File: config.mk
export PLATFORM = sky130hd
export DESIGN_NAME = piso_tx_sched
export DESIGN_NICKNAME = d
export VERILOG_FILES = /design/src/rtl/piso_tx_sched.sv
export SDC_FILE = /design/constraint.sdc
export NUM_CORES = 1
export LEC_CHECK = 0
export ABC_AREA = 1
export CAP_MARGIN = 30
export CORE_MARGIN = 2
export CORE_UTILIZATION = 38
export DETAILED_ROUTE_END_ITERATION = 10
export GPL_ROUTABILITY_DRIVEN = 0
export GPL_TIMING_DRIVEN = 1
export MAX_ROUTING_LAYER = met4
export PLACE_DENSITY_LB_ADDON = 0.25
export SETUP_SLACK_MARGIN = 0.4
export SLEW_MARGIN = 20
export SYNTH_ARGS = -nofsm -noshare
export SYNTH_HDL_FRONTEND = slang
export SYNTH_SLANG_ARGS = --single-unit
File: constraint.sdc
create_clock -name clk -period 1.1 [get_ports clk]
set_input_delay 0.11 -clock clk [delete_from_list [all_inputs] [get_ports clk]]
set_output_delay 0.11 -clock clk [all_outputs]
set_load 0.005 [all_outputs]
File: src/rtl/piso_tx_sched.sv
// Round-robin scheduler in front of a shared WIDTH-bit PISO shift register.
// Accepts one word per frame, then drives load / parallel-in and marks serial bit slots.
module piso_tx_sched #(
    parameter int N     = 2,
    parameter int WIDTH = 4,
    parameter int GAP   = 0
) (
    input  logic                       clk,
    input  logic                       reset,
    input  logic [N-1:0]               req_valid,
    input  logic [N*WIDTH-1:0]         req_data,
    output logic [N-1:0]               req_ready,
    output logic                       piso_load,
    output logic [WIDTH-1:0]           piso_pi,
    output logic                       bit_valid,
    output logic [$clog2(WIDTH)-1:0]   bit_idx,
    output logic [$clog2(N)-1:0]       grant_id,
    output logic                       busy,
    output logic                       frame_done
);

    localparam int IW   = $clog2(WIDTH);
    localparam int GW   = $clog2(N);
    localparam int CMAX = (WIDTH > GAP) ? WIDTH : GAP;
    localparam int CW   = $clog2(CMAX);

    typedef enum logic [1:0] {S_IDLE, S_LOAD, S_SHIFT, S_GAP} state_t;

    state_t        state, state_d;
    logic [CW-1:0] cnt, cnt_d;
    logic [GW-1:0] ptr, ptr_d;
    logic [GW-1:0] sel, cand;
    logic          found;
    logic          accept;

    // Rotating search: first pending requester at or after the pointer wins.
    // NOTE: every variable driven here gets a default first so no latch is inferred.
    always_comb begin
        found = 1'b0;
        sel   = '0;
        cand  = '0;
        for (int k = 0; k < N; k++) begin
            cand = GW'((int'(ptr) + k) % N);
            if (!found && req_valid[cand]) begin
                found = 1'b1;
                sel   = cand;
            end
        end
    end

    assign accept    = (state == S_IDLE) && found;
    assign req_ready = (accept && !reset) ? (N'(1) << sel) : '0;

    always_comb begin
        state_d = state;
        cnt_d   = cnt;
        ptr_d   = ptr;
        case (state)
            S_IDLE: begin
                if (found) begin
                    state_d = S_LOAD;
                    ptr_d   = (sel == GW'(N - 1)) ? '0 : sel + 1'b1;
                end
            end
            S_LOAD: begin
                state_d = S_SHIFT;
                cnt_d   = '0;
            end
            S_SHIFT: begin
                if (cnt == CW'(WIDTH - 1)) begin
                    state_d = (GAP > 0) ? S_GAP : S_IDLE;
                    cnt_d   = '0;
                end else begin
                    cnt_d = cnt + 1'b1;
                end
            end
            S_GAP: begin
                if (cnt == CW'(GAP - 1)) begin
                    state_d = S_IDLE;
                    cnt_d   = '0;
                end else begin
                    cnt_d = cnt + 1'b1;
                end
            end
            default: state_d = S_IDLE;
        endcase
    end

    // Outputs are registered from the next state so they line up with the state they describe.
    // NOTE: sequential state uses non-blocking assignments only.
    always_ff @(posedge clk) begin
        if (reset) begin
            state      <= S_IDLE;
            cnt        <= '0;
            ptr        <= '0;
            piso_load  <= 1'b0;
            piso_pi    <= '0;
            bit_valid  <= 1'b0;
            bit_idx    <= '0;
            grant_id   <= '0;
            busy       <= 1'b0;
            frame_done <= 1'b0;
        end else begin
            state <= state_d;
            cnt   <= cnt_d;
            ptr   <= ptr_d;
            if (accept) begin
                piso_pi  <= req_data[sel*WIDTH +: WIDTH];
                grant_id <= sel;
            end
            piso_load  <= (state_d == S_LOAD);
            bit_valid  <= (state_d == S_SHIFT);
            bit_idx    <= (state_d == S_SHIFT) ? IW'(cnt_d) : '0;
            frame_done <= (state_d == S_SHIFT) && (cnt_d == CW'(WIDTH - 1));
            busy       <= (state_d != S_IDLE);
        end
    end

endmodule
==> results.txt <==
Worst vdd ir - 0.000853 V
Post-Route WL - 2120 um
WP data arrival - 1.14 ns
Initial antenna violation count - 0
Worst min path class - in2reg
Antenna-violating nets left - 0
Status - finished, violations left
CTS Buffer Depth - 2
Post-synth top area share - 47.4%
# setup viols final - 11
DP Area - 1070 um2
# port buffers - 24
CTS Sinks - 16
I/O pins - 25
Worst hold slack - 0.231 ns
Nets - 156
Final std cells w/o fill - 167
Pin count of the biggest net entering global routing - 10
1st-iter DRT viols - 4
Rel. slew slack - 86.1%
Synth cell types - 18
Leading area contributor after synthesis - dfxtp_1
Critical path type - in2out
ANT cells - 0
Failing checks - setup timing
Critical Path Source Type - input pin
Reg2Reg Depth - 10
Drc violations - 0
Syn Std Cell Area - 676 um2
Max-cap violations - 0
CTS root buf - clkbuf_4
Worst stage delay on the critical path - 0.55 ns
First-pass GRT wire length - 2820 um
Power Dens Cells - 1250 nW/um2
DR pass1 iterations - 4
CTS Buf Count - 3
Max H-tree Level - 1
Total gr overflow - 0
R2r setup slk - -0.15 ns
Setup crit end - req_ready[0]
Layout cells sized above 1 - 69.0%
CP Max Fanout - 3
Fin area - 1380 um2
Synth area leaders - dfxtp_1 (47%), nand2_1 (11%), inv_1 (6.7%)
Drt wl/cell - 12.7 um
Cts hold-fix bufs - 0
Commonest non-fill, non-tap cell in the layout - buf_6
Critical path endpoint category - output port
CP max stage cell - clkdlybuf4s50_1
Worst slew pin tran - 0.209 ns
Most frequent cells in the layout - buf_6 (17), buf_4 (16), clkdlybuf4s50_1 (10)
Rows - 15
Ys Warns - 0
CTS tree - done
Detailed Place HPWL - 1210 um
Critical path required time - 0.99 ns
Unrepaired setup endpoints after global routing - true
Worst reg2reg path startpoint - ptr
Starting Density - 39.6%
Syn Area/Cell - 7.95 um2
Area Growth Syn to Fin - 104%
Vias - 780
Die ar. - 2130 um2
Core ar. - 1710 um2
Minimum clock period - 1.25 ns
Gr usage total - 20.4%
Fin. Hold Viols - 0
Clock Latency Late Sink - 0.29 ns
Final setup margin - -0.154 ns
Worst Clk Skew - 0.00509 ns
Reg clk slew, reported paths - 0.10 ns
Die H - 46.2 um
Die X - 46.2 um
Mapped Cells - 85
Syn_nets - 98
Crit path cell chain - clkdlybuf4s50_1 -> nor2_1 -> nor2_4 -> nand2_2 -> nor2_2 -> buf_2
Inst Count DP - 147
Synthesis-stage register bit count - 16
Critical path launch point - req_valid[1]
Leak - 0.681 nW
Reg2reg end - grant_id
Final period util - 114%
Number of global-route vias before repair - 666
Sequential share of the synthesized area - 47.4%
Via density - 4.67
Slew Limit Fails - 0
FMAX - 798 MHz
critical path, delay by kind of cell:
kind | cells | cell delay, ns
and+or+nand+nor | 4 | 0.37
buffers and inverters | 2 | 0.67
registers in the layout (all words and copies together) (netlist names), 2 cells and up:
signal and count:
piso_pi 4, bit_idx 2, cnt 2, state 2
Yosys cell counts:
master,number
dfxtp_1,16
nand3_2,1
nor3_1,1
nor2_4,3
nand4_1,3
nor2_2,2
a21oi_1,4
nand2_2,3
nor2_1,6
nand2_4,1
nand2_1,20
o21ai_4,1
buf_2,1
inv_1,12
inv_2,1
o21ai_1,1
ha_1,1
nand3_1,8
worst min-delay path by stage:
| stage | slack (ns) | to | depth (start not counted) | from |
|---|---|---|---|---|
| after floorplan | 0.22 | piso_pi[2] | 2 | req_data[2] |
| after global placement | 0.44 | grant_id | 2 | grant_id |
| after detailed placement | 0.45 | grant_id | 2 | grant_id |
| after CTS | 0.21 | ptr | 2 | reset |
| after global routing | 0.26 | ptr | 2 | reset |
| final | 0.23 | ptr | 2 | reset |
per-stage QoR:
stage	total power, mW	worst slack [ns]	util (%)	setup TNS [ns]
after floorplan	0.869	0.137	-	0
after detailed placement	1.10	-0.508	62.9	-3.64
final	1.72	-0.154	80.5	-1.03
after global placement	1.10	-0.481	62.9	-3.26
after CTS	1.61	-0.151	73.2	-0.728
after global routing	1.81	-0.223	80.5	-1.73
per-layer routing:
metal  share of wire, %  routed length (um)  track usage [%]
met1                 37                 786             19.6
met2                 54                1140             36.4
met3                5.8                 123             5.10
met4                3.4                  72             12.0
met5                  0                   0                -
area by class of cell:
cell class / count / area [um2]
fillers: 115 / 333
repair buffers: 54 / 480
flip-flops and latches: 16 / 338
well taps: 25 / 31.3
clock buffers: 4 / 36.3
inverters: 13 / 48.8
multi-input cells: 55 / 440
power by group:
part / switching, mW / leakage [nW] / internal, mW
clock network: 0.192 / 0.0210 / 0.202
logic: 0.295 / 0.524 / 0.360
registers: 0.0375 / 0.136 / 0.638
total: 0.524 / 0.681 / 1.20
logic make-up (layout without fill, tap and decap cells):
kind of cell | after synthesis | after routing | share of synthesized area, %
compound gates | 6 | 6 | 6.11
fa+ha+maj | 1 | 1 | 1.85
buf+inv | 14 | 71 | 7.96
flops | 16 | 16 | 47.4
simple gates | 48 | 48 | 36.7
what timing repair did:
item	in CTS	in global routing
pin swaps	17	11
resized for setup	90	24
endpoints found under the setup margin	29	29
buffers inserted	11	5
Note: power is estimated with default switching activity, not from simulation.
==> patch: new RTL, same flow settings <==
Set the parameter `WIDTH` to 2 (it was 4).
--- a/src/rtl/piso_tx_sched.sv
+++ b/src/rtl/piso_tx_sched.sv
@@ -4,3 +4,3 @@
     parameter int N     = 2,
-    parameter int WIDTH = 4,
+    parameter int WIDTH = 2,
     parameter int GAP   = 0
Ports: changed (resized bit_idx, piso_pi and req_data); port bits go from 25 to 18. No check against the original RTL was run, so the function may have changed too.
==> patch against the original RTL <==
  * The run still ends with setup timing left
  * Total power decreased by 26%
  * Cell area decreased by 34%
  * Die area decreased by 25%
  * First-iteration DRC count increased by 75%
  * Worst setup slack got worse by 0.015 ns
  * Wire length decreased by 38%
  * Global-route usage increased by 0.36 points
  * Sequential cell count decreased by 4
  * Synthesized area decreased by 27%
==> patch: results (changes against the original RTL) <==
| Metric | Value |
|---|---|
| Run status | `complete, but fails checks` |
| Failing checks | `setup timing` |
| Pleak | `0.4676 nW (-31%)` |
| Kind of cell adding the most delay to the critical path | `simple AND/OR/NAND/NOR gates` |
| Layout cells sized above 1 | `58.16% (-11 points)` |
| Reg clk slew, reported paths | `0.08 ns (-0.02 ns)` |
| DRT iter0 DRCs | `7 (+3)` |
| Post-synthesis compound-gate area fraction | `5.330% (-0.78 points)` |
| Worst vdd ir | `0.8499 mV (-0.37%)` |
| DP Area | `780.7 µm² (-27%)` |
| Nets | `107 (-31%)` |
| Hold Path Stages | `5 (+3)` |
| Slew margin rel. | `87.14% (+1.0 points)` |
| CP Launch Point | `state[1]$_SDFF_PP0_` |
| Worst skew pair latency | `0.27 ns (-0.02 ns)` |
| CTS resizes | `57 (-37%)` |
| Reg2reg end | `busy$_SDFF_PP0_` |
| Critical path arrival | `1.16 ns (+0.02 ns)` |
| Cell variety after synth | `16 (-2)` |
| Post-CTS Repair Setup Buffers | `2 (-9)` |
| R2R Setup Slk | `-0.04 ns (+0.11 ns)` |
| Final WS setup | `-0.1684 ns (-0.01464 ns)` |
| Worst Skew | `0.002871 ns (-0.002217 ns)` |
| Adder-cell share of the synthesized area | `0% (-1.9 points)` |
| GRT Total Usage | `20.79% (+0.36 points)` |
| Final HPWL DP | `841.7 µm (-30%)` |
| Wire per inst | `11.66 µm (-8.1%)` |
| Global-route wire length before repair | `2.097 mm (-26%)` |
| Placed insts | `104 (-29%)` |
| Register area share after synthesis | `48.73% (+1.3 points)` |
| Via count | `523 (-33%)` |
| # fillers | `87 (-24%)` |
| Post-Synthesis Cells | `61 (-28%)` |
| Final setup violation count | `4 (-7)` |
| Top cells by area, synth | `dfxtp_1 (49%), nand2_1 (13%), inv_1 (8.4%)` |
| Worst R2R Start | `state[0]$_SDFF_PP0_` |
| Mapped Nets | `69 (-30%)` |
patch: changes by cell type after synthesis, moves of 3 or more:
cell and delta:
nor2_4 -3, nand3_1 -6, nand2_1 -3, a21oi_1 -3
dfxtp_1 -4, nor2_1 -4
patch: power breakdown:
group / total, mW / leakage (nW) / switching, mW / internal, mW
Clock: 0.350 / 0.0210 / 0.149 / 0.201
Combinational: 0.397 / 0.344 / 0.190 / 0.206
Sequential: 0.528 / 0.102 / 0.0389 / 0.490
Total: 1.28 / 0.468 / 0.378 / 0.897
patch: layout make-up:
class,count,area [µm²],share of cell area (%)
Timing Repair Buffer,33,265.3,29.24
Clock buffer,4,36.28,4.000
Sequential cell,12,256.5,28.28
Tap cell,14,17.52,1.931
Multi-Input combinational cell,36,277.8,30.62
Inverter,13,53.80,5.931
patch: metal layers:
layer | GRT usage [%] | wire length (µm) | up-vias
met5 | - | 0 | -
met4 | 7.759 | 23 | 0
met3 | 5.000 | 61 | 4
met2 | 37.10 | 675 | 20
met1 | 21.84 | 546 | 239
li1 | - | - | 260
